File: config.mk
export PLATFORM = sky130hd
export DESIGN_NAME = sw_buffer
export DESIGN_NICKNAME = d
export VERILOG_FILES = /design/src/rtl/sw_buffer.sv
export SDC_FILE = /design/constraint.sdc
export NUM_CORES = 1
export LEC_CHECK = 0
export BUFFER_PORTS_ARGS = -buffer_cell sky130_fd_sc_hd__buf_2
export CORE_UTILIZATION = 40
export CTS_BUF_LIST = sky130_fd_sc_hd__clkbuf_4 sky130_fd_sc_hd__clkbuf_8 sky130_fd_sc_hd__clkbuf_16
export DETAILED_ROUTE_END_ITERATION = 8
export PLACE_DENSITY_LB_ADDON = 0.12
export SLEW_MARGIN = 25
export SYNTH_ARGS = -nofsm -noshare
export SYNTH_HDL_FRONTEND = slang
export SYNTH_SLANG_ARGS = --single-unit
File: constraint.sdc
create_clock -name clk -period 4.1 [get_ports clk]
set_input_delay 0.615 -clock clk [delete_from_list [all_inputs] [get_ports clk]]
set_output_delay 0.615 -clock clk [all_outputs]
set_load 0.02 [all_outputs]
File: src/rtl/sw_buffer.sv
// sw_buffer: two-entry store buffer between the memory stage and data memory.
// Stores are lane-encoded, queued in program order and drained on mem_ready.
module sw_buffer (
  input  logic        clk,
  input  logic        rst,
  input  logic        validM,
  input  logic [5:0]  opM,
  input  logic [31:0] aluoutM,
  input  logic [31:0] writedataM,
  input  logic        flushM,
  output logic        stallM,
  output logic        adesM,
  output logic [31:0] badaddrM,
  output logic        mem_req,
  input  logic        mem_ready,
  output logic [31:0] mem_addr,
  output logic [3:0]  mem_wen,
  output logic [31:0] mem_wdata,
  output logic        empty
);

  localparam logic [5:0] OP_SB = 6'b101000;
  localparam logic [5:0] OP_SH = 6'b101001;
  localparam logic [5:0] OP_SW = 6'b101011;

  typedef enum logic [1:0] {
    S_EMPTY = 2'd0,
    S_ONE   = 2'd1,
    S_FULL  = 2'd2
  } state_e;

  state_e      state_q, state_d;
  logic        head_q, head_d;
  logic        tail_q, tail_d;
  logic [29:0] addr_q [2];
  logic [3:0]  wen_q  [2];
  logic [31:0] data_q [2];

  logic        is_sb, is_sh, is_sw, is_store;
  logic        req_ok, enq, deq;
  logic [3:0]  wen_n;
  logic [31:0] wdata_n;

  assign is_sb    = (opM == OP_SB);
  assign is_sh    = (opM == OP_SH);
  assign is_sw    = (opM == OP_SW);
  assign is_store = is_sb | is_sh | is_sw;

  assign adesM    = validM & ((is_sh & aluoutM[0]) |
                              (is_sw & (aluoutM[1:0] != 2'b00)));
  assign badaddrM = adesM ? aluoutM : 32'h0;

  assign req_ok = validM & is_store & ~adesM & ~flushM;
  assign enq    = req_ok & (state_q != S_FULL);
  assign stallM = req_ok & (state_q == S_FULL);

  assign mem_req   = (state_q != S_EMPTY);
  assign deq       = mem_req & mem_ready;
  assign empty     = (state_q == S_EMPTY);
  assign mem_addr  = mem_req ? {addr_q[head_q], 2'b00} : 32'h0;
  assign mem_wen   = mem_req ? wen_q[head_q] : 4'b0000;
  assign mem_wdata = mem_req ? data_q[head_q] : 32'h0;

  // Byte-lane enables and replicated write data for the incoming store
  always_comb begin
    wen_n   = 4'b0000;
    wdata_n = writedataM;
    unique case (1'b1)
      is_sb: begin
        wen_n   = 4'b0001 << aluoutM[1:0];
        wdata_n = {4{writedataM[7:0]}};
      end
      is_sh: begin
        wen_n   = aluoutM[1] ? 4'b1100 : 4'b0011;
        wdata_n = {2{writedataM[15:0]}};
      end
      is_sw: begin
        wen_n   = 4'b1111;
        wdata_n = writedataM;
      end
      default: begin
        wen_n   = 4'b0000;
        wdata_n = writedataM;
      end
    endcase
  end

  // Occupancy next state and pointer advance
  always_comb begin
    state_d = state_q;
    head_d  = head_q ^ deq;
    tail_d  = tail_q ^ enq;
    unique case (state_q)
      S_EMPTY: if (enq) state_d = S_ONE;
      S_ONE: begin
        if (enq & ~deq)      state_d = S_FULL;
        else if (deq & ~enq) state_d = S_EMPTY;
      end
      S_FULL:  if (deq) state_d = S_ONE;
      default: state_d = S_EMPTY;
    endcase
  end

  // State, pointers and entry storage; reset drops any pending write
  always_ff @(posedge clk) begin
    if (rst) begin
      state_q <= S_EMPTY;
      head_q  <= 1'b0;
      tail_q  <= 1'b0;
      for (int i = 0; i < 2; i++) begin
        addr_q[i] <= 30'h0;
        wen_q[i]  <= 4'b0000;
        data_q[i] <= 32'h0;
      end
    end else begin
      state_q <= state_d;
      head_q  <= head_d;
      tail_q  <= tail_d;
      if (enq) begin
        addr_q[tail_q] <= aluoutM[31:2];
        wen_q[tail_q]  <= wen_n;
        data_q[tail_q] <= wdata_n;
      end
    end
  end

endmodule

Yosys cells after proc, flatten, opt, wreduce, memory -nomap -nowiden
Memory sizes are Yosys's and may differ from the RTL's. A register that Yosys moved wholly into a read port is not among the register bits.
Cells that the tools add are included.
- bitwise operators: 20
- shifts and indexed selects: 1
- muxes and demuxes: 29
- eq/ne operators: 9
- reduce and logical (&&, ||, !) cells: 7
- operators by type and width (cell ; count):
    two-way mux 32 bit ; 4
    one-hot mux 32 bit (2 select lines) ; 1
    OR reduction 32 bit ; 1
    two-way mux 30 bit ; 1
    OR reduction 30 bit ; 1
    == test 6 bit (second input constant) ; 3
    two-way mux 1 bit ; 14
    two-way mux 4 bit ; 3
    one-hot mux 4 bit (3 select lines) ; 1
    AND 1 bit ; 11
    two-way mux 2 bit ; 4
    one-hot mux 2 bit (3 select lines) ; 1
    != test 2 bit (second input constant) ; 2
    NOT 1 bit ; 4
    nonzero test 2 bit ; 2
    OR reduction 4 bit ; 1
    left shift 1 x 2 -> 4 bit (first input constant) ; 1
    != test 3 bit (second input constant) ; 1
    bitwise OR 1 bit ; 3
    AND reduction 3 bit ; 1
    == test 2 x 1 -> 1 bit (second input constant) ; 1
    == test 2 bit (second input constant) ; 1
    logical NOT 2 bit ; 1
    != test 2 x 1 -> 1 bit (second input constant) ; 1
    XOR 1 bit ; 2
- bits in writable memories: 132
- memories kept: 3
- flip-flop bits (word level): 4
- output and inout port bits: 104
- bits of input ports: 75
- memory list (memory ; depth ; width ; read ports ; clocked after Yosys merged registers in ; wr ports ; RTL line ; RTL):
    data_q ; 2 ; 32 ; 1 ; 1 ; 2 ; 37 ; logic [31:0] data_q [2];
    addr_q ; 2 ; 30 ; 1 ; 1 ; 2 ; 35 ; logic [29:0] addr_q [2];
    wen_q ; 2 ; 4 ; 1 ; 1 ; 2 ; 36 ; logic [3:0] wen_q [2];

Logic depth before layout (Yosys ltp)
Gate-level depths: netlist of run 1.
- word-level depth: 13
- depth in mapped cells: 7

Worst setup path before layout of run 1
Ideal clock, no wire load.
- path type: input-to-reg
- from: input opM[4]
- to: memory addr_q[0][0], enable pin
- stages: 5
- arrival: 3075 ps
- path buffers: 1
- slack: 599 ps
- cell sequence: nand4bb_1 -> buf_2 -> a2111o_1 -> or3_1 -> nand2_1
- RTL lines (item ; RTL line ; RTL):
    start, declared ; 7 ; input logic [5:0] opM,
    end, declared ; 35 ;

==> results of run 1 <==
==> worst paths after layout <==
| path | start | to | slack [ns] |
|---|---|---|---|
| max | head_q | mem_wdata[31] | 1.27 |
| min | mem_ready | state_q[1] | 0.43 |
| max reg2reg | state_q[1] | wen_q[0][0] | 2.11 |
| min reg2reg | tail_q | tail_q | 0.58 |
==> layout by cell type (no fill, tap or decap), drive strengths merged, types with 2 or more instances in the layout <==
cell      instances
conb              2
clkbuf           19
nand2b            2
nor2b             2
inv               4
a21oi             5
buf             190
nor3              2
edfxtp          132
clkinv            6
dfxtp             4
and2            108
mux2              8
bufinv            4
mux2i            90
clkinvlp          3
a21o              2
nor2            127
nand2             7
==> cells in the mapped netlist (all sizes together), types with 2 or more instances <==
library cell	n
a21o	2
a21oi	5
and2	108
buf	18
clkbuf	19
dfxtp	4
edfxtp	132
inv	4
mux2	8
mux2i	90
nand2	7
nand2b	2
nor2	127
nor2b	2
nor3	2
==> per-layer routing <==
| metal | GRT usage [%] | vias to the layer above |
|---|---|---|
| li1 | - | 2243 |
| met1 | 25.7 | 2209 |
| met2 | 31.2 | 140 |
| met3 | 4.75 | 15 |
| met4 | 5.62 | 0 |
| met5 | 0 | - |
==> critical path, cell delays in order, from the launching register on <==
cell and delay (ns):
dfxtp_4 0.96, buf_4 0.35, mux2i_1 0.25, nor2_1 0.06
buf_2 0.17
==> sequential cells by signal, summed over array words and instances (netlist names) <==
register / flops
data_q: 64
addr_q: 60
wen_q: 8
state_q: 2
head_q: 1
tail_q: 1
==> power groups by stage <==
stage	sequential, W	combinational (W)	clock (W)
floorplan	0.00162	0.0000926	0
global placement	0.00162	0.000174	0
detailed placement	0.00162	0.000177	0
CTS	0.00160	0.000178	0.00163
global route	0.00160	0.000193	0.00169
finish	0.00159	0.000175	0.00160
==> final cells by class <==
type,instances,area [um2]
Clock buffer,19,440
Clock inverter,13,179
Fill cell,1549,8020
Inverter,4,15.0
Multi-Input combinational cell,373,2580
Sequential cell,136,4050
Tap cell,220,275
Timing Repair Buffer,190,1020
==> metrics by stage <==
step / setup slack [ns] / power [W]
floorplan: 0.599 / 0.00171
global placement: 1.03 / 0.00180
detailed placement: 0.972 / 0.00180
CTS: 1.23 / 0.00340
global route: 1.14 / 0.00348
finish: 1.27 / 0.00337
==> cells by family after synthesis <==
logic type	count (synthesis)
flops	136
mux	98
other cells	1
xor+xnor	1
buf+inv	41
compound gates	12
simple gates	260
==> metrics.yaml, run 1 <==
cts_hold_buffers: 0
drv_cap: 0
worst_setup_path_end_kind: "output pin"
yosysWarnings: 0
final_cells: 955
final_core_util_pct: 51.6
synth_fa_ha_area_share_pct: 0
synth_top_family_by_area: "simple AND/OR/NAND/NOR gates"
hold_depth: 2
die-width_um: 132
postSynth.asyncResetShare_pct: 0
met2WireLength_um: 7710
insertion_delay_ns: 0.42
gr-usage-all-layers_pct: 19.3
initial_core_util_pct: 41.0
synth_area_leaders: "edfxtp_1 (58%), mux2i_1 (13%), and2_1 (9.9%)"
numPlacedInstances: 923
dieArea_um2: 17500
dp_hpwl_um: 10600
synth_xor_xnor_area_share_pct: 0.129
grt_pass1_vias: 4640
cts_sinks: 136
setup_violations: 0
wl_met3_um: 826
grt_pass1_wl_um: 25600
cts-resized-gates: 0
cts_inserted_buffers: 17
placed_area_um2: 7940
power_density_nw_per_um2: 394
maxSlewViolCount: 0
m1WireLength_um: 7450
arrival_ns: 2.22
pin_count: 179
slew_headroom_pct: 39.2
drive_gt1_share_pct: 35.5
p_sw_share_pct: 20.8
min_path_type: "input pin to flip-flop"
grt_setup_unrepaired: "false"
wl_per_cell_um: 16.9
routed_via_density: 4.82
muxShareOfSynthArea_pct: 14.6
p_switching_w: 0.000701
vdd_drop_max_v: 0.000268
grt_max_degree: 51
drc_errors: 0
p_seq_share_pct: 47.3
antenna_found_initial: 0
fin_nets: 797
min_period_ns: 2.83
status: "finished, final reports clean"
drtPass1Iterations: 4
overflow: 0
ant_nets: 0
dr.max_layer_used: "met4"
synthFlopType: "edfxtp_1"
synthesis.area_um2: 6800
cts.htree.levels: 4
synth_seq_cells: 136
post_cts.repair.setup_buffers: 0
die_h_um: 132
drt_iter0_markers: 258
clkTransAtPathRegs_ns: 0.06
cts_tree: "built"
required_ns: 3.48
areaGrowthSynthToFinish_pct: 25.9
yosysUniqueCellTypes: 43
yosys.area_share.simple_pct: 21.3
finalWirelength_um: 16200
postLayoutCellArea_um2: 8560
syn_inst: 549
p_int_w: 0.00267
period_share_pct: 69.0
placementRows: 47
p_leak_nw: 3.38
synth_top_area_share_pct: 58.3
worst-path-max-fanout: 50
core_area_um2: 16600
antenna_cells: 0
worst_hold_slack_ns: 0.430
ys_seq_area_share_pct: 59.4
clock_skew_ns: 0.00639
max_freq_ghz: 0.353
start_kind: "flip-flop"
crit_type: "flip-flop to output pin"
portBuffers: 176
avgSynthCellArea_um2: 12.4
ff2ff_path_depth: 4
synth_edf_count: 132
synth_top_cell_by_area: "edfxtp_1"
synth_compound_area_share_pct: 1.43
power_frac_comb_pct: 5.2
worst_pin_slew_ns: 0.913
fin_tns_setup_ns: 0
hold_viol_final: 0
clockBufferDepth: 2
root_buffer: "clkbuf_16"
p_clk_share_pct: 47.5
vias: 4607
gp_congestion: 0.736
(Power assumes the default switching activity.)
==> run 2, diff against run 1 <==
--- a/config.mk
+++ b/config.mk
@@ -5,6 +5,7 @@
 export SDC_FILE = /design/constraint.sdc
 export NUM_CORES = 1
 export LEC_CHECK = 0
+export ABC_AREA = 1
 export BUFFER_PORTS_ARGS = -buffer_cell sky130_fd_sc_hd__buf_2
 export CORE_UTILIZATION = 40
 export CTS_BUF_LIST = sky130_fd_sc_hd__clkbuf_4 sky130_fd_sc_hd__clkbuf_8 sky130_fd_sc_hd__clkbuf_16
==> constraint.sdc (replaced) <==
create_clock -name clk -period 2.4 [get_ports clk]
set_input_delay 0.36 -clock clk [delete_from_list [all_inputs] [get_ports clk]]
set_output_delay 0.36 -clock clk [all_outputs]
set_load 0.02 [all_outputs]
==> metrics.yaml, run 2 <==
status: "finished, final reports clean"  # unchanged
top_register: "data_q"  # unchanged
synth_seq_cells: 136  # unchanged
start_kind: "flip-flop"  # unchanged
dp_hpwl_um: 11500  # was 10600 um
syn_inst: 707  # was 549
root_buffer: "clkbuf_16"  # unchanged
insertion_delay_ns: 0.41  # was 0.42 ns
post_cts.repair.setup_buffers: 0  # unchanged
clkTransAtPathRegs_ns: 0.06  # about the same
largest_register_ffs: 64  # unchanged
overflow: 0  # unchanged
ant_nets: 0  # unchanged
synthesis.area_um2: 6540  # was 6800 um2
worst_hold_slack_ns: 0.272  # was 0.430 ns
clock_skew_ns: 0.00510  # was 0.00639 ns
core_area_um2: 15900  # was 16600 um2
n_fill_cell: 1557  # was 1549
drtPass1Iterations: 4  # unchanged
synth_edf_count: 132  # unchanged
min_path_type: "input pin to flip-flop"  # unchanged
yosysMostFrequentCell: "nand2_1"  # was edfxtp_1
synth_area_leaders: "edfxtp_1 (61%), nand2_1 (8.8%), nor2_1 (8.4%)"  # was edfxtp_1 (58%), mux2i_1 (13%), and2_1 (9.9%)
regArea_um2: 4050  # about the same
r2r_end: "state_q[0]"  # was wen_q[0][0]
gr-usage-all-layers_pct: 21.4  # was 19.3%
layout_commonest_cell: "buf_2"  # unchanged
fin_nets: 952  # was 797
grt_setup_unrepaired: "false"  # unchanged
cts_hold_buffers: 0  # unchanged
max_freq_ghz: 0.461
cts-resized-gates: 0  # unchanged
p_leak_nw: 3.76  # was 3.38 nW
vdd_drop_max_v: 0.000456  # was 0.000268 V
cts_inserted_buffers: 17  # unchanged
placementRows: 46  # was 47
hold_viol_final: 0  # unchanged
crit_type: "flip-flop to output pin"  # unchanged
power_frac_comb_pct: 7.4  # was 5.2%
drive_gt1_share_pct: 30.1  # was 35.5%
p_sw_share_pct: 22.5  # was 20.8%
worst-path-max-fanout: 66  # was 50
grt_max_degree: 67  # was 51
arrival_ns: 1.81  # was 2.22 ns
hold_end: "addr_q[1][0]"  # was state_q[1]
yosysUniqueCellTypes: 23  # was 43
reg2reg_setup_slack_ns: 0.67  # was 2.11 ns
ys_seq_area_share_pct: 61.9  # was 59.4%
cts_tree: "built"  # unchanged
pin_count: 179  # unchanged
required_ns: 2.04  # was 3.48 ns
die_h_um: 130  # was 132 um
p_int_w: 0.00422  # was 0.00267 W
postSynth.asyncResetShare_pct: 0  # unchanged
yosysWarnings: 0  # unchanged
setup_violations: 0  # unchanged
dieArea_um2: 16900  # was 17500 um2
die-width_um: 130  # was 132 um
grt_pass1_vias: 5158  # was 4640
setup_ws_ns: 0.231  # was 1.27 ns
power_density_nw_per_um2: 656  # was 394 nW/um2
vias: 5396  # was 4607
synth_commonest_cells: "nand2_1 (153), nor2_1 (146), edfxtp_1 (132)"  # was edfxtp_1 (132), and2_1 (108), nor2_1 (107)
routed_via_density: 4.87  # was 4.82
p_clk_share_pct: 43.2  # was 47.5%
worst_setup_path_end_kind: "output pin"  # unchanged
synth_top_cell_by_area: "edfxtp_1"  # unchanged
areaGrowthSynthToFinish_pct: 26.9  # was 25.9%
dpl_worst_slack_ns: 0.279  # was 0.972 ns
wl_per_cell_um: 15.7  # was 16.9 um
maxSlewViolCount: 0  # unchanged
hold_depth: 3  # was 2
portBuffers: 176  # unchanged
reg_top3: "data_q x64, addr_q x60, wen_q x8"  # unchanged
antenna_found_initial: 3  # was 0
slowest_delay_ns: 0.44  # was 0.96 ns
avgSynthCellArea_um2: 9.25  # was 12.4 um2
cts.htree.levels: 4  # unchanged
hold_start: "aluoutM[2]"  # was mem_ready
min_period_ns: 2.17
p_seq_share_pct: 49.4  # was 47.3%
drv_cap: 0  # unchanged
ff2ff_path_depth: 7  # was 4
clockBufferDepth: 2  # unchanged
grt_pass1_wl_um: 26800  # was 25600 um
finalWirelength_um: 17400  # was 16200 um
p_switching_w: 0.00122  # was 0.000701 W
r2r-start: "state_q[1]"  # unchanged
cpMaxStageDelayCell: "dfxtp_2"  # was dfxtp_4
cts_sinks: 136  # unchanged
worstPathCellList: "inv_2, buf_12, nand2_1, a21oi_1, buf_2"  # was buf_4, mux2i_1, nor2_1, buf_2
initial_core_util_pct: 41.0  # about the same
layout_common_cells: "buf_2 (176), nand2_1 (150), nor2_1 (145)"  # was buf_2 (176), edfxtp_1 (132), and2_1 (108)
synth_top_area_share_pct: 60.6  # was 58.3%
synthFlopType: "edfxtp_1"  # unchanged
gp_congestion: 0.857  # was 0.736
period_share_pct: 90.4
drc_errors: 0  # unchanged
drt_iter0_markers: 300  # was 258
multi_input_area_um2: 2060  # was 2580 um2
[run 2: cell count changes after synthesis, moves of 8 or more]
| cell | change |
|---|---|
| mux2i_1 | -90 |
| mux2_2 | -8 |
| clkbuf_1 | +8 |
| a21oi_1 | +82 |
| nor2_2 | +23 |
| nor2_1 | +39 |
| inv_1 | +60 |
| nand3_1 | +15 |
| nor2_4 | -14 |
| and2_1 | -108 |
| o21ai_0 | +19 |
| nand2_1 | +146 |
[run 2: per-layer routing]
layer	vias up	global-route usage [%]	wire length, um
met5	-	0	11
met4	2	7.66	356
met3	31	4.76	1130
met2	187	35.2	8310
met1	2537	28.0	7560
li1	2639	-	-
[run 2: area by class of cell]
class	instances	share of cell area, %
antenna	2	0.0603
clock buffer	20	5.40
clock inverter	11	1.01
inverter	64	3.08
multi-input combinational	463	24.8
sequential	136	48.7
tap	216	3.26
timing repair buffer	195	13.7
[run 2: critical path: cells and delay by family, from the launching register on]
kind            cells  cell delay, ns
simple gates        1            0.10
flops               1            0.44
buf+inv             3            0.61
compound gates      1            0.21
[run 2: how the worst max path moves through the flow]
| stage | startpoint | endpoint | slack [ns] | cells past startpoint |
|---|---|---|---|---|
| 2_1_floorplan | opM[2] | addr_q[0][0] | -0.03 | 7 |
| 3_3_place_gp | validM | data_q[1][3] | 0.31 | 8 |
| 3_5_place_dp | opM[2] | data_q[0][21] | 0.28 | 12 |
| 4_1_cts | head_q | mem_wdata[25] | 0.17 | 5 |
| 5_1_grt | head_q | mem_wdata[15] | 0.11 | 5 |
| 6_report | head_q | mem_wdata[15] | 0.23 | 5 |
[run 2: stage by stage]
step                util (%)  instances  total power, W  cell area, um2  TNS [ns]
finish                  52.1       1107         0.00545            8300         0
global route            52.0       1105         0.00564            8290         0
CTS                     52.0       1105         0.00550            8290         0
detailed placement      48.7       1074         0.00315            7760         0
global placement        48.7       1074         0.00314            7760         0
floorplan                  -        708         0.00295            6590     -1.82
[run 2: power groups by stage]
stage | clock (W) | combinational, W | sequential [W]
finish | 0.00235 | 0.000401 | 0.00269
global route | 0.00250 | 0.000442 | 0.00270
CTS | 0.00240 | 0.000407 | 0.00269
floorplan | 0 | 0.000217 | 0.00273
detailed placement | 0 | 0.000405 | 0.00274
global placement | 0 | 0.000399 | 0.00274
[run 2: cell families (layout without fill, tap and decap cells)]
kind of cell | after synthesis | count (layout) | share of synthesized area, %
and+or+nand+nor | 349 | 349 | 21.9
DFF | 136 | 136 | 61.9
AOI/OAI and AO/OA | 112 | 112 | 8.77
buffers and inverters | 109 | 290 | 7.46
other | 1 | 4 | 0.0574
==> run 3, diff against run 2 <==
==> constraint.sdc (replaced) <==
create_clock -name clk -period 2.4 [get_ports clk]
set_input_delay 0.12 -clock clk [delete_from_list [all_inputs] [get_ports clk]]
set_output_delay 0.12 -clock clk [all_outputs]
set_load 0.02 [all_outputs]
==> metrics.yaml, run 3 (same netlist as run 2, synthesis figures left out) <==
vdd_drop_max_v: 0.000427  # was 0.000456 V
grt_max_degree: 67  # unchanged
power_frac_comb_pct: 6.5  # was 7.4%
grt_pass1_vias: 5142  # was 5158
dp_hpwl_um: 11900  # was 11500 um
pin_count: 179  # unchanged
root_buffer: "clkbuf_16"  # unchanged
vias: 5363  # was 5396
clock_skew_ns: 0.00891  # was 0.00510 ns
p_leak_nw: 3.81  # was 3.76 nW
min_path_type: "input pin to flip-flop"  # unchanged
hold_start: "aluoutM[3]"  # was aluoutM[2]
fin_tns_setup_ns: 0  # unchanged
n_fill_cell: 1492  # was 1557
drt_iter0_markers: 272  # was 300
numPlacedInstances: 1075  # was 1074
multi_input_area_um2: 2040  # was 2060 um2
areaGrowthSynthToFinish_pct: 28.2  # was 26.9%
cts_inserted_buffers: 17  # unchanged
max_freq_ghz: 0.469  # was 0.461 GHz
worst_pin_slew_ns: 0.643
period_share_pct: 88.9  # was 90.4%
worst-path-max-fanout: 25  # was 66
portBuffers: 176  # unchanged
placementRows: 46  # unchanged
p_sw_share_pct: 20.7  # was 22.5%
p_int_w: 0.00473  # was 0.00422 W
maxSlewViolCount: 0  # unchanged
status: "finished, final reports clean"  # unchanged
fin_nets: 953  # was 952
finalWirelength_um: 17400  # about the same
required_ns: 2.28  # was 2.04 ns
ant_nets: 0  # unchanged
worstPathCellList: "inv_4, buf_4, nand2_1, a21oi_1, buf_2"  # was inv_2, buf_12, nand2_1, a21oi_1, buf_2
layout_common_cells: "buf_2 (176), nand2_1 (152), nor2_1 (145)"  # was buf_2 (176), nand2_1 (150), nor2_1 (145)
r2r-start: "state_q[0]"  # was state_q[1]
setup_violations: 0  # unchanged
drtPass1Iterations: 5  # was 4
die_h_um: 130  # unchanged
cts.htree.levels: 4  # unchanged
cts_hold_buffers: 0  # unchanged
drv_cap: 0  # unchanged
start_kind: "flip-flop"  # unchanged
slowest_delay_ns: 0.47  # was 0.44 ns
insertion_delay_ns: 0.42  # was 0.41 ns
top_register: "data_q"  # unchanged
reg_top3: "data_q x64, addr_q x60, wen_q x8"  # unchanged
worst_setup_path_end_kind: "output pin"  # unchanged
initial_core_util_pct: 41.0  # unchanged
worst_hold_slack_ns: 0.0178  # was 0.272 ns
min_period_ns: 2.13  # was 2.17 ns
placed_area_um2: 7730  # was 7760 um2
regArea_um2: 4050  # unchanged
layout_commonest_cell: "buf_2"  # unchanged
cts_tree: "built"  # unchanged
clkTransAtPathRegs_ns: 0.06  # about the same
core_area_um2: 15900  # unchanged
p_clk_share_pct: 48.4  # was 43.2%
drive_gt1_share_pct: 29.4  # was 30.1%
crit_type: "flip-flop to output pin"  # unchanged
largest_register_ffs: 64  # unchanged
cts_sinks: 136  # unchanged
gr-usage-all-layers_pct: 21.6  # was 21.4%
arrival_ns: 2.01  # was 1.81 ns
drc_errors: 0  # unchanged
post_cts.repair.setup_buffers: 0  # unchanged
p_seq_share_pct: 45.1  # was 49.4%
grt_setup_unrepaired: "false"  # unchanged
final_cells: 1107  # unchanged
overflow: 0  # unchanged
hold_viol_final: 0  # unchanged
power_density_nw_per_um2: 712  # was 656 nW/um2
grt_pass1_wl_um: 26800  # about the same
wl_per_cell_um: 15.7  # about the same
die-width_um: 130  # unchanged
dieArea_um2: 16900  # unchanged
clockBufferDepth: 2  # unchanged
critical_path.startpoint: "head_q"  # unchanged
slew_headroom_pct: 57.1
antenna_found_initial: 2  # was 3
p_switching_w: 0.00123  # was 0.00122 W
gp_congestion: 0.897  # was 0.857
routed_via_density: 4.84  # was 4.87
cpMaxStageDelayCell: "dfxtp_2"  # unchanged
postLayoutCellArea_um2: 8380  # was 8300 um2
==> run 3: cell count changes in the layout (fill, tap and decap cells not counted), sizes merged <==
cell      change
diode         -1
clkinvlp      -3
clkbuf        -1
clkinv        -1
buf           +1
bufinv        +5
==> run 3: through the flow <==
| stage | total power, W | util, % | worst slack, ns |
|---|---|---|---|
| after floorplan | 0.00295 | - | 0.0852 |
| after global placement | 0.00313 | 48.5 | 0.270 |
| after detailed placement | 0.00314 | 48.5 | 0.245 |
| after CTS | 0.00602 | 52.5 | 0.0754 |
| after global routing | 0.00616 | 52.5 | 0.150 |
| final | 0.00597 | 52.6 | 0.266 |
==> run 3: final cells by class <==
class | count | area share, %
Antenna cell | 1 | 0.0299
Clock buffer | 19 | 5.26
Clock inverter | 12 | 2.45
Inverter | 64 | 2.90
Multi-Input combinational cell | 463 | 24.4
Sequential cell | 136 | 48.3
Tap cell | 216 | 3.23
Timing Repair Buffer | 196 | 13.5
==> run 3: critical path: cells and delay by family, from the launching register on <==
kind / cells / cell delay, ns
flip-flops: 1 / 0.47
AND/OR/NAND/NOR: 1 / 0.08
buffers and inverters: 3 / 0.83
AO/OA/AOI/OAI: 1 / 0.20
==> run 3: path summary, 6_finish.rpt <==
path	endpoint	depth (start not counted)	slack (ns)
worst max-delay path	mem_wen[0]	5	0.27
worst min-delay path	addr_q[1][1]	3	0.02
worst max register to register	data_q[1][18]	5	0.57
worst min register to register	state_q[1]	1	0.54
==> run 3: power by group through the flow <==
stage | Combinational [W] | Clock, W | Sequential [W]
after floorplan | 0.000212 | 0 | 0.00274
after global placement | 0.000389 | 0 | 0.00274
after detailed placement | 0.000393 | 0 | 0.00274
after CTS | 0.000395 | 0.00293 | 0.00269
after global routing | 0.000432 | 0.00303 | 0.00270
final | 0.000389 | 0.00289 | 0.00269
==> run 3: repair_timing <==
action	in CTS	in global routing
setup endpoints to repair	0	1
endpoints found under the hold margin	0	0
resized for setup	0	2
==> run 3: metal layers <==
layer | vias up | track usage (%) | share of wire, %
met3 | 29 | 4.18 | 5.1
met5 | - | 0 | 0.063
li1 | 2643 | - | -
met2 | 158 | 35.0 | 49
met4 | 2 | 10.1 | 2.2
met1 | 2531 | 28.1 | 44
